## config.mk

```make
export PLATFORM = sky130hd
export DESIGN_NAME = uart_tx_ser
export DESIGN_NICKNAME = d
export VERILOG_FILES = /design/src/rtl/uart_pkg.sv /design/src/rtl/uart_baud_tick.sv /design/src/rtl/uart_tx_ser.sv
export SDC_FILE = /design/constraint.sdc
export NUM_CORES = 1
export LEC_CHECK = 0
export CAP_MARGIN = 20
export CORE_UTILIZATION = 25
export CTS_CLUSTER_DIAMETER = 80
export CTS_CLUSTER_SIZE = 10
export DETAILED_ROUTE_END_ITERATION = 6
export PLACE_DENSITY = 0.4
export SKIP_CTS_REPAIR_TIMING = 1
export SKIP_LAST_GASP = 1
export SLEW_MARGIN = 0
export SYNTH_ARGS = -nofsm -noshare
export SYNTH_HDL_FRONTEND = slang
export SYNTH_HIERARCHICAL = 1
export SYNTH_SLANG_ARGS = --single-unit
```

## constraint.sdc

```tcl
create_clock -name clk -period 3.1 [get_ports clk]
set_input_delay 0.93 -clock clk [delete_from_list [all_inputs] [get_ports clk]]
set_output_delay 0.93 -clock clk [all_outputs]
set_load 0.03 [all_outputs]
```

## src/rtl/uart_pkg.sv

```systemverilog
// uart_pkg: shared definitions for the UART serialiser and its baud-tick helper.
//   state_e        - transmitter FSM state encoding
//   LINE_MARK/SPACE - serial line levels (idle line is mark)
//   DEF_DATA_BITS  - default data bits per frame
package uart_pkg;

   typedef enum logic [2:0] {
      ST_IDLE   = 3'd0,
      ST_START  = 3'd1,
      ST_DATA   = 3'd2,
      ST_PARITY = 3'd3,
      ST_STOP   = 3'd4
   } state_e;

   localparam logic LINE_MARK  = 1'b1;
   localparam logic LINE_SPACE = 1'b0;

   localparam int unsigned DEF_DATA_BITS = 8;

endpackage

```

## src/rtl/uart_baud_tick.sv

```systemverilog
// uart_baud_tick: bit-period counter shared by the UART transmitter and receiver.
// Ports:
//   clk, rst   - clock, synchronous active-high reset
//   load       - capture div and restart the count at 0
//   en         - advance the count (ignored while load is high)
//   div        - bit period minus one, in clk cycles
//   tick       - high on the last cycle of a bit period (bcnt == div_q)
//   tick_next  - high when the following cycle will be a tick cycle, assuming
//                the counter keeps running; lets the owner register
//                last-cycle pulses one cycle early
module uart_baud_tick #(
   parameter int unsigned DIV_W = 16
) (
   input  logic             clk,
   input  logic             rst,
   input  logic             load,
   input  logic             en,
   input  logic [DIV_W-1:0] div,
   output logic             tick,
   output logic             tick_next
);

   logic [DIV_W-1:0] div_q;
   logic [DIV_W-1:0] bcnt_q;

   always_ff @(posedge clk) begin
      if (rst) begin
         div_q  <= '0;
         bcnt_q <= '0;
      end else if (load) begin
         div_q  <= div;
         bcnt_q <= '0;
      end else if (en) begin
         bcnt_q <= tick ? '0 : bcnt_q + DIV_W'(1);
      end
   end

   assign tick = (bcnt_q == div_q);
   // After a wrap the next count is 0, which only ticks for a one-cycle period.
   assign tick_next = tick ? (div_q == '0) : ((bcnt_q + DIV_W'(1)) == div_q);

endmodule

```

## src/rtl/uart_tx_ser.sv

```systemverilog
// uart_tx_ser: parallel-to-serial UART transmitter.
// Frame: start bit, DATA_BITS data bits LSB first, optional parity, 1 or 2 stop bits.
// Optional parity is built when UART_TX_PARITY_EN is defined (adds parity_odd input).
// Ports:
//   clk, rst    - clock, synchronous active-high reset
//   baud_div    - bit period minus one (sampled at accept)
//   stop2       - 0: one stop bit, 1: two stop bits (sampled at accept)
//   parity_odd  - odd parity select (only with UART_TX_PARITY_EN, sampled at accept)
//   tx_data     - byte to send; tx_valid/tx_ready handshake
//   txsd        - registered serial output to the downstream delay stage
//   busy        - frame in progress
//   tx_done     - one-cycle pulse on the final cycle of the last stop bit
module uart_tx_ser
   import uart_pkg::*;
#(
   parameter int unsigned DATA_BITS = DEF_DATA_BITS,
   parameter int unsigned DIV_W     = 16
) (
   input  logic                 clk,
   input  logic                 rst,
   input  logic [DIV_W-1:0]     baud_div,
   input  logic                 stop2,
`ifdef UART_TX_PARITY_EN
   input  logic                 parity_odd,
`endif
   input  logic [DATA_BITS-1:0] tx_data,
   input  logic                 tx_valid,
   output logic                 tx_ready,
   output logic                 txsd,
   output logic                 busy,
   output logic                 tx_done
);

   localparam int unsigned IDX_W = $clog2(DATA_BITS);
   localparam logic [IDX_W-1:0] IDX_LAST = IDX_W'(DATA_BITS - 1);

   state_e                 state_q;
   logic [DATA_BITS-1:0]   shift_q;
   logic [IDX_W-1:0]       idx_q;
   logic                   stop2_q;
   logic                   stop_cnt_q;
   logic                   txsd_q;
   logic                   tx_ready_q;
   logic                   busy_q;
   logic                   tx_done_q;
`ifdef UART_TX_PARITY_EN
   logic                   parity_q;
`endif

   logic accept;
   logic tick;
   logic tick_next;

   assign accept = tx_valid & tx_ready_q;

   uart_baud_tick #(
      .DIV_W (DIV_W)
   ) u_baud_tick (
      .clk       (clk),
      .rst       (rst),
      .load      (accept),
      .en        (busy_q),
      .div       (baud_div),
      .tick      (tick),
      .tick_next (tick_next)
   );

   // tx_done is registered, so it is set one cycle ahead using tick_next.
   always_ff @(posedge clk) begin
      if (rst) begin
         state_q    <= ST_IDLE;
         shift_q    <= '0;
         idx_q      <= '0;
         stop2_q    <= 1'b0;
         stop_cnt_q <= 1'b0;
         txsd_q     <= LINE_MARK;
         tx_ready_q <= 1'b1;
         busy_q     <= 1'b0;
         tx_done_q  <= 1'b0;
`ifdef UART_TX_PARITY_EN
         parity_q   <= 1'b0;
`endif
      end else begin
         tx_done_q <= 1'b0;
         unique case (state_q)
            ST_IDLE: begin
               if (accept) begin
                  state_q    <= ST_START;
                  txsd_q     <= LINE_SPACE;
                  shift_q    <= tx_data;
                  stop2_q    <= stop2;
                  idx_q      <= '0;
                  stop_cnt_q <= 1'b0;
                  tx_ready_q <= 1'b0;
                  busy_q     <= 1'b1;
`ifdef UART_TX_PARITY_EN
                  parity_q   <= (^tx_data) ^ parity_odd;
`endif
               end
            end
            ST_START: begin
               if (tick) begin
                  state_q <= ST_DATA;
                  txsd_q  <= shift_q[0];
                  shift_q <= shift_q >> 1;
               end
            end
            ST_DATA: begin
               if (tick) begin
                  if (idx_q == IDX_LAST) begin
`ifdef UART_TX_PARITY_EN
                     state_q   <= ST_PARITY;
                     txsd_q    <= parity_q;
`else
                     state_q   <= ST_STOP;
                     txsd_q    <= LINE_MARK;
                     tx_done_q <= tick_next & ~stop2_q;
`endif
                  end else begin
                     txsd_q  <= shift_q[0];
                     shift_q <= shift_q >> 1;
                     idx_q   <= idx_q + IDX_W'(1);
                  end
               end
            end
            ST_PARITY: begin
               if (tick) begin
                  state_q   <= ST_STOP;
                  txsd_q    <= LINE_MARK;
                  tx_done_q <= tick_next & ~stop2_q;
               end
            end
            ST_STOP: begin
               if (tick) begin
                  if (stop_cnt_q == stop2_q) begin
                     state_q    <= ST_IDLE;
                     tx_ready_q <= 1'b1;
                     busy_q     <= 1'b0;
                  end else begin
                     stop_cnt_q <= 1'b1;
                     tx_done_q  <= tick_next;
                  end
               end else begin
                  tx_done_q <= tick_next & (stop_cnt_q == stop2_q);
               end
            end
            default: begin
               state_q    <= ST_IDLE;
               txsd_q     <= LINE_MARK;
               tx_ready_q <= 1'b1;
               busy_q     <= 1'b0;
            end
         endcase
      end
   end

   assign txsd     = txsd_q;
   assign tx_ready = tx_ready_q;
   assign busy     = busy_q;
   assign tx_done  = tx_done_q;

endmodule

```

# Word level (Yosys, flattened, before mapping)
# Cells that the tools add are included.
[word_totals]
latchBits = 0
mem_count = 0
out_inout_bits = 4
rom_bits = 0
regBits = 52
ram_bits = 0
input_bits = 28
elab_cells = 91
[classes]
addsub = 2
n_mux = 41
magnitude_cmp = 0
n_bitwise = 6
n_reduce_logical = 14
eq_ne = 17
div = 0
shifts = 0
mul = 0
[ops]
columns = ["cell", "count"]
rows = [
  ["equality test 16 bit", 2],
  ["2-to-1 mux 8 bit", 4],
  ["2-to-1 mux 3 bit", 10],
  ["case mux 8 bit (3 select lines)", 1],
  ["2-to-1 mux 1 bit", 18],
  ["adder 16 x 1 -> 16 bit, second input constant", 1],
  ["logical NOT 16 bit", 1],
  ["2-to-1 mux 16 bit", 1],
  ["case mux 3 bit (5 select lines)", 1],
  ["AND reduction 4 bit", 3],
  ["!= test 2 bit, second input constant", 5],
  ["AND reduction 5 bit", 2],
  ["case mux 1 bit (3 select lines)", 3],
  ["!= test 2 x 1 -> 1 bit, second input constant", 4],
  ["AND reduction 7 bit", 1],
  ["equality test 3 x 2 -> 1 bit, second input constant", 2],
  ["equality test 3 bit, second input constant", 2],
  ["case mux 3 bit (2 select lines)", 1],
  ["case mux 1 bit (5 select lines)", 1],
  ["nonzero test 2 bit", 2],
  ["adder 3 x 1 -> 3 bit, second input constant", 1],
  ["bitwise AND 1 bit", 3],
  ["equality test 3 x 1 -> 1 bit, second input constant", 1],
  ["logical NOT 3 bit", 1],
  ["other kinds (7)", 9],
]

# Depth between registers and ports, before layout
[logic_depth]
word_depth = 7
depth_mapped = 10
ltp_nobuf = 8

# Hierarchy
# Netlist, hierarchy kept.
[modules_own_cells]
columns = ["module", "area_each_um2", "cells_each", "n_inst", "seq_area_each_um2"]
rows = [
  ["uart_baud_tick", 1910.6, 217, 1, 640.6],
  ["uart_tx_ser", 1021.0, 115, 1, 400.4],
]

# Worst setup path before layout
# OpenSTA, ideal clock, no wires.
[synth_path]
path_kind = "flip-flop to flip-flop"
start = "reg u_baud_tick.div_q[7]"
end = "reg shift_q[7]"
stages_incl_launch_ff = 11
t_arrival_ns = 2.285
required_time_ns = 3.028
path_buffers = 3
slack_ns = 0.743
setup_ns = 0.072
period_less_slack_ns = 2.357
cell_sequence = "dfxtp_1 -> buf_2 -> xor2_1 -> or4_1 -> nor3_2 -> buf_2 -> nand4bb_1 -> a31oi_2 -> buf_2 -> nand3b_1 -> a21oi_1"
[synth_via]
elab_chain_cells = 3
word_cells_on_any_way = 4
classes_between = "eq/ne (3); reduce/logical (1)"
[synth_lines]
columns = ["element", "line", "source"]
rows = [
  ["start, declared", "uart_baud_tick.sv:23", "logic [DIV_W-1:0] div_q;"],
  ["start signal, assigned", "uart_baud_tick.sv:31", "div_q <= div;"],
  ["equality test 16 bit *", "uart_baud_tick.sv:38", "assign tick = (bcnt_q == div_q);"],
  ["net tick", "uart_tx_ser.sv:51", "logic tick;"],
  ["!= test 2 x 1 -> 1 bit (no line)", "--", ""],
  ["AND reduction 5 bit (no line) *", "--", ""],
  ["end signal, assigned", "uart_tx_ser.sv:90", "shift_q <= tx_data;"],
  ["end signal, assigned", "uart_tx_ser.sv:105", "shift_q <= shift_q >> 1;"],
  ["end signal, assigned", "uart_tx_ser.sv:121", "shift_q <= shift_q >> 1;"],
  ["end, declared", "uart_tx_ser.sv:38", "logic [DATA_BITS-1:0] shift_q;"],
]
# Mark *: on every way through the listed nets, which the timed path passes. The rest lies on a longest branch.
# A chain may end at the register's enable or synchronous reset.

# Worst setup path after layout
[layout_path]
start = "reg u_baud_tick.bcnt_q[0]"
end = "reg tx_done_q, in the netlist tx_done"
[layout_via]
elab_chain_cells = 7
word_cells_on_any_way = 12
classes_between = "add/sub (1); eq/ne (2); mux (7); bitwise (2)"
[layout_lines]
columns = ["element", "line", "source"]
rows = [
  ["start, declared", "uart_baud_tick.sv:24", "logic [DIV_W-1:0] bcnt_q;"],
  ["start signal, assigned", "uart_baud_tick.sv:34", "bcnt_q <= tick ? '0 : bcnt_q + DIV_W'(1);"],
  ["adder 16 x 1 -> 16 bit", "uart_baud_tick.sv:40", "assign tick_next = tick ? (div_q == '0) : ((bcnt_q + DIV_W'(1)) == div_q);"],
  ["equality test 16 bit", "uart_baud_tick.sv:40", ""],
  ["2-to-1 mux 1 bit *", "uart_baud_tick.sv:40", ""],
  ["net tick_next", "uart_tx_ser.sv:52", "logic tick_next;"],
  ["bitwise AND 1 bit", "uart_tx_ser.sv:117, uart_tx_ser.sv:130", ""],
  ["2-to-1 mux 1 bit", "uart_tx_ser.sv:110", "if (idx_q == IDX_LAST) begin"],
  ["2-to-1 mux 1 bit", "uart_tx_ser.sv:109", "if (tick) begin"],
  ["case mux 1 bit (3 select lines) *", "uart_tx_ser.sv:85", "unique case (state_q)"],
  ["end signal, assigned", "uart_tx_ser.sv:117", "tx_done_q <= tick_next & ~stop2_q;"],
  ["end signal, assigned", "uart_tx_ser.sv:130", "tx_done_q <= tick_next & ~stop2_q;"],
  ["end signal, assigned", "uart_tx_ser.sv:141", "tx_done_q <= tick_next;"],
  ["end, declared", "uart_tx_ser.sv:45", "logic tx_done_q;"],
]
# Marked as above.

==> results.toml <==
[die]
core-area_um2 = 11420
start_util_pct = 25.67
die_y_um = 110.3
ioPinCount = 32
die_w_um = 110.3
core.rowCount = 39
die_area_um2 = 12160

[pwr]
clkPwrFrac_pct = 34.8
vdd_drop_max_uv = 241.1
p_per_area_nw_per_um2 = 477.2
power_switching_mw = 0.4902
internal_power_mw = 1.171
cellLeakagePower_nw = 1.321
seqPwrFrac_pct = 45.8
comb_power_share_pct = 19.5
sw_frac_of_total_pct = 29.50

[yosys]
synth_edf_count = 0
avgSynthCellArea_um2 = 8.830
ys_ff_latch = 52
muxShareOfSynthArea_pct = 8.536
synth_xor_area_share_pct = 13.15
async_flop_share_pct = 0
synthAdderAreaFrac_pct = 1.280
yosys_warnings = 6
synth_top_flop_cell = "dfxtp_1"
ys_seq_area_share_pct = 35.51
synth_cell_types = 57
syn_inst = 332
synthSimpleGateAreaFrac_pct = 22.96
syn_area_um2 = 2932
synth-compound-area-share_pct = 12.63
synth_top_family_by_area = "simple AND/OR/NAND/NOR gates"
syn_nets = 363

[grt]
grt_max_degree = 19
grt_overflow = 0
grt_antenna_before_repair = 0
grt_pass1_wl_mm = 11.86
grt_pass1_vias = 2223
globalRouteTotalUtil_pct = 12.71

[critical_path]
cp-end-kind = "register"
r2r_start = "u_baud_tick/bcnt_q[0]"
r2r_cells = 8
rrSetupSlack_ns = 0.57
worstPathRequired_ns = 3.34
crit_arrival_ns = 2.77
criticalPathCategory = "reg -> reg"
worst-path-max-fanout = 7
cp-start-kind = "register"
r2r-end = "tx_done"

[finish]
utilization_pct = 30.50
fin_nets = 385
final_cell_mix = "52 x dfxtp_1, 42 x nor2_1, 31 x clkdlybuf4s50_1, 30 x xor2_1, 25 x mux2i_1"
n_antenna_cell = 0
layout_commonest_cell = "dfxtp_1"
area_delta_synth_final_pct = 18.78
layout-drive-gt1-share_pct = 9.014

[sta]
setup_tns_ns = 0
hold_viol_final = 0
tightestPinTransition_ns = 0.6014
fmax_ghz = 0.3953
relSlewSlack_pct = 59.85
clock-skew-final_ns = 0.008922
rsz0062_at_grt = "no"
drv_slew = 0
final-setup-viol-count = 0
min_period_over_period_pct = 81.60
setup_ws_ns = 0.5703
period_needed_ns = 2.530

[clocking]
clock-sinks = 52
cts_root_buf = "clkbuf_16"
clk_latency_ns = 0.30
path_clk_slew_ns = 0.08
numCtsBuffers = 5
cts_tree = "yes"
h-tree-depth = 2
cts_max_path_buffers = 2

[hold_path]
worstHoldStart = "shift_q[7]"
hp-class = "reg -> reg"
hold-path-cell-count = 2
min_to = "shift_q[7]"

[routing]
first_iter_violations = 116
drc = 0
drt_pre_antenna_iters = 4
vias = 2328
ant_nets = 0
wirelength_mm = 7.285
avgViaCountPerCell = 4.675
post_drt_wl_per_cell_um = 14.63

[placed_design]
io_buffers = 31
dpl_worst_slack_ns = 0.5253
gp_congestion = 0.7845
post-dp-hpwl_mm = 5.383

[outcome]
status = "finished, final reports clean"

[run]
cap_violations = 0
[state kept, by name, summed over array words and instances (netlist names)]
signal,cells
tx_ready,1
tx_done,1
stop2_q,1
txsd,1
u_baud_tick/div_q,16
idx_q,3
shift_q,8
u_baud_tick/bcnt_q,16
stop_cnt_q,1
busy,1
state_q,3
[power by group through the flow]
stage | clock (mW) | combinational (mW) | sequential, mW
global placement | 0 | 0.327 | 0.776
floorplan | 0 | 0.226 | 0.763
global route | 0.626 | 0.358 | 0.767
finish | 0.578 | 0.324 | 0.760
detailed placement | 0 | 0.326 | 0.776
CTS | 0.605 | 0.327 | 0.760
[worst max-delay path by stage]
stage / from / end / slack [ns] / cells after the start
CTS: u_baud_tick/bcnt_q[0] / tx_done / 0.51 / 8
detailed placement: tx_valid / idx_q[1] / 0.53 / 5
global route: u_baud_tick/bcnt_q[0] / tx_done / 0.34 / 8
floorplan: u_baud_tick/div_q[7] / shift_q[7] / 0.74 / 10
finish: u_baud_tick/bcnt_q[0] / tx_done / 0.57 / 8
global placement: tx_valid / idx_q[1] / 0.52 / 5
[worst max-delay path, cell delays in order, from the launching register on]
cell     delay (ns)
dfxtp_1        0.47
ha_1           0.36
and4_2         0.34
and4_1         0.38
nand3_1        0.14
nor2_1         0.11
a22oi_1        0.09
o41ai_2        0.37
and3_1         0.21
[cells in the mapped netlist (2+ instances only)]
master	number	share of area, %
a32o_1	2	0.68
or3_1	4	0.85
nand3b_1	3	0.77
dfxtp_1	52	36
a31oi_1	4	0.85
inv_1	6	0.77
xnor2_1	14	4.2
xor2_1	30	9.0
buf_6	6	2.3
a21oi_1	14	2.4
nand3_1	14	2.4
buf_1	2	0.26
nand4_1	7	1.5
o32ai_1	2	0.60
o21ai_0	17	2.9
and4_1	4	1.2
nand2_1	18	2.3
mux2i_1	25	8.5
and3_1	3	0.64
nor3_1	5	0.85
clkbuf_1	7	0.90
ha_1	3	1.3
nor4_1	6	1.3
buf_4	2	0.51
nor2_1	42	5.4
buf_2	7	1.2
nand2b_1	2	0.43
nand4bb_1	2	0.77
[through the flow]
step	cells	total power [mW]	hold WS [ns]	cell area, um^2
global route	498	1.751	0.5139	3482
global placement	490	1.103	0.4641	3329
floorplan	332	0.9883	0.4454	2932
CTS	498	1.692	0.4863	3482
finish	498	1.662	0.4826	3482
detailed placement	490	1.102	0.4739	3329
[routing by layer]
metal / part of all wire (%) / vias to the layer above / track usage, % / wire length [um]
li1: - / 1212 / - / -
met1: 54 / 1074 / 18.77 / 3937
met2: 42 / 37 / 18.81 / 3040
met3: 3.3 / 5 / 2.352 / 243
met4: 0.86 / 0 / 3.102 / 63
met5: 0 / - / 0 / 0
[kinds of logic (layout without fill, tap and decap cells)]
family	Yosys count	after routing
and+or+nand+nor	125	125
AOI/OAI and AO/OA	53	53
DFF	52	52
xor gates and xnor gates	44	44
buffers and inverters	30	53
muxes	25	25
adders and majority gates	3	3
[cell type report]
| class | instances | area [um^2] |
|---|---|---|
| flip-flops and latches | 52 | 1041 |
| inverters | 6 | 22.52 |
| clock buffers | 5 | 125.1 |
| fillers | 1250 | 7936 |
| multi-input cells | 250 | 1717 |
| clock inverters | 3 | 27.53 |
| repair buffers | 39 | 370.4 |
| well taps | 143 | 178.9 |
No activity file was read; power rests on OpenSTA's default activity.
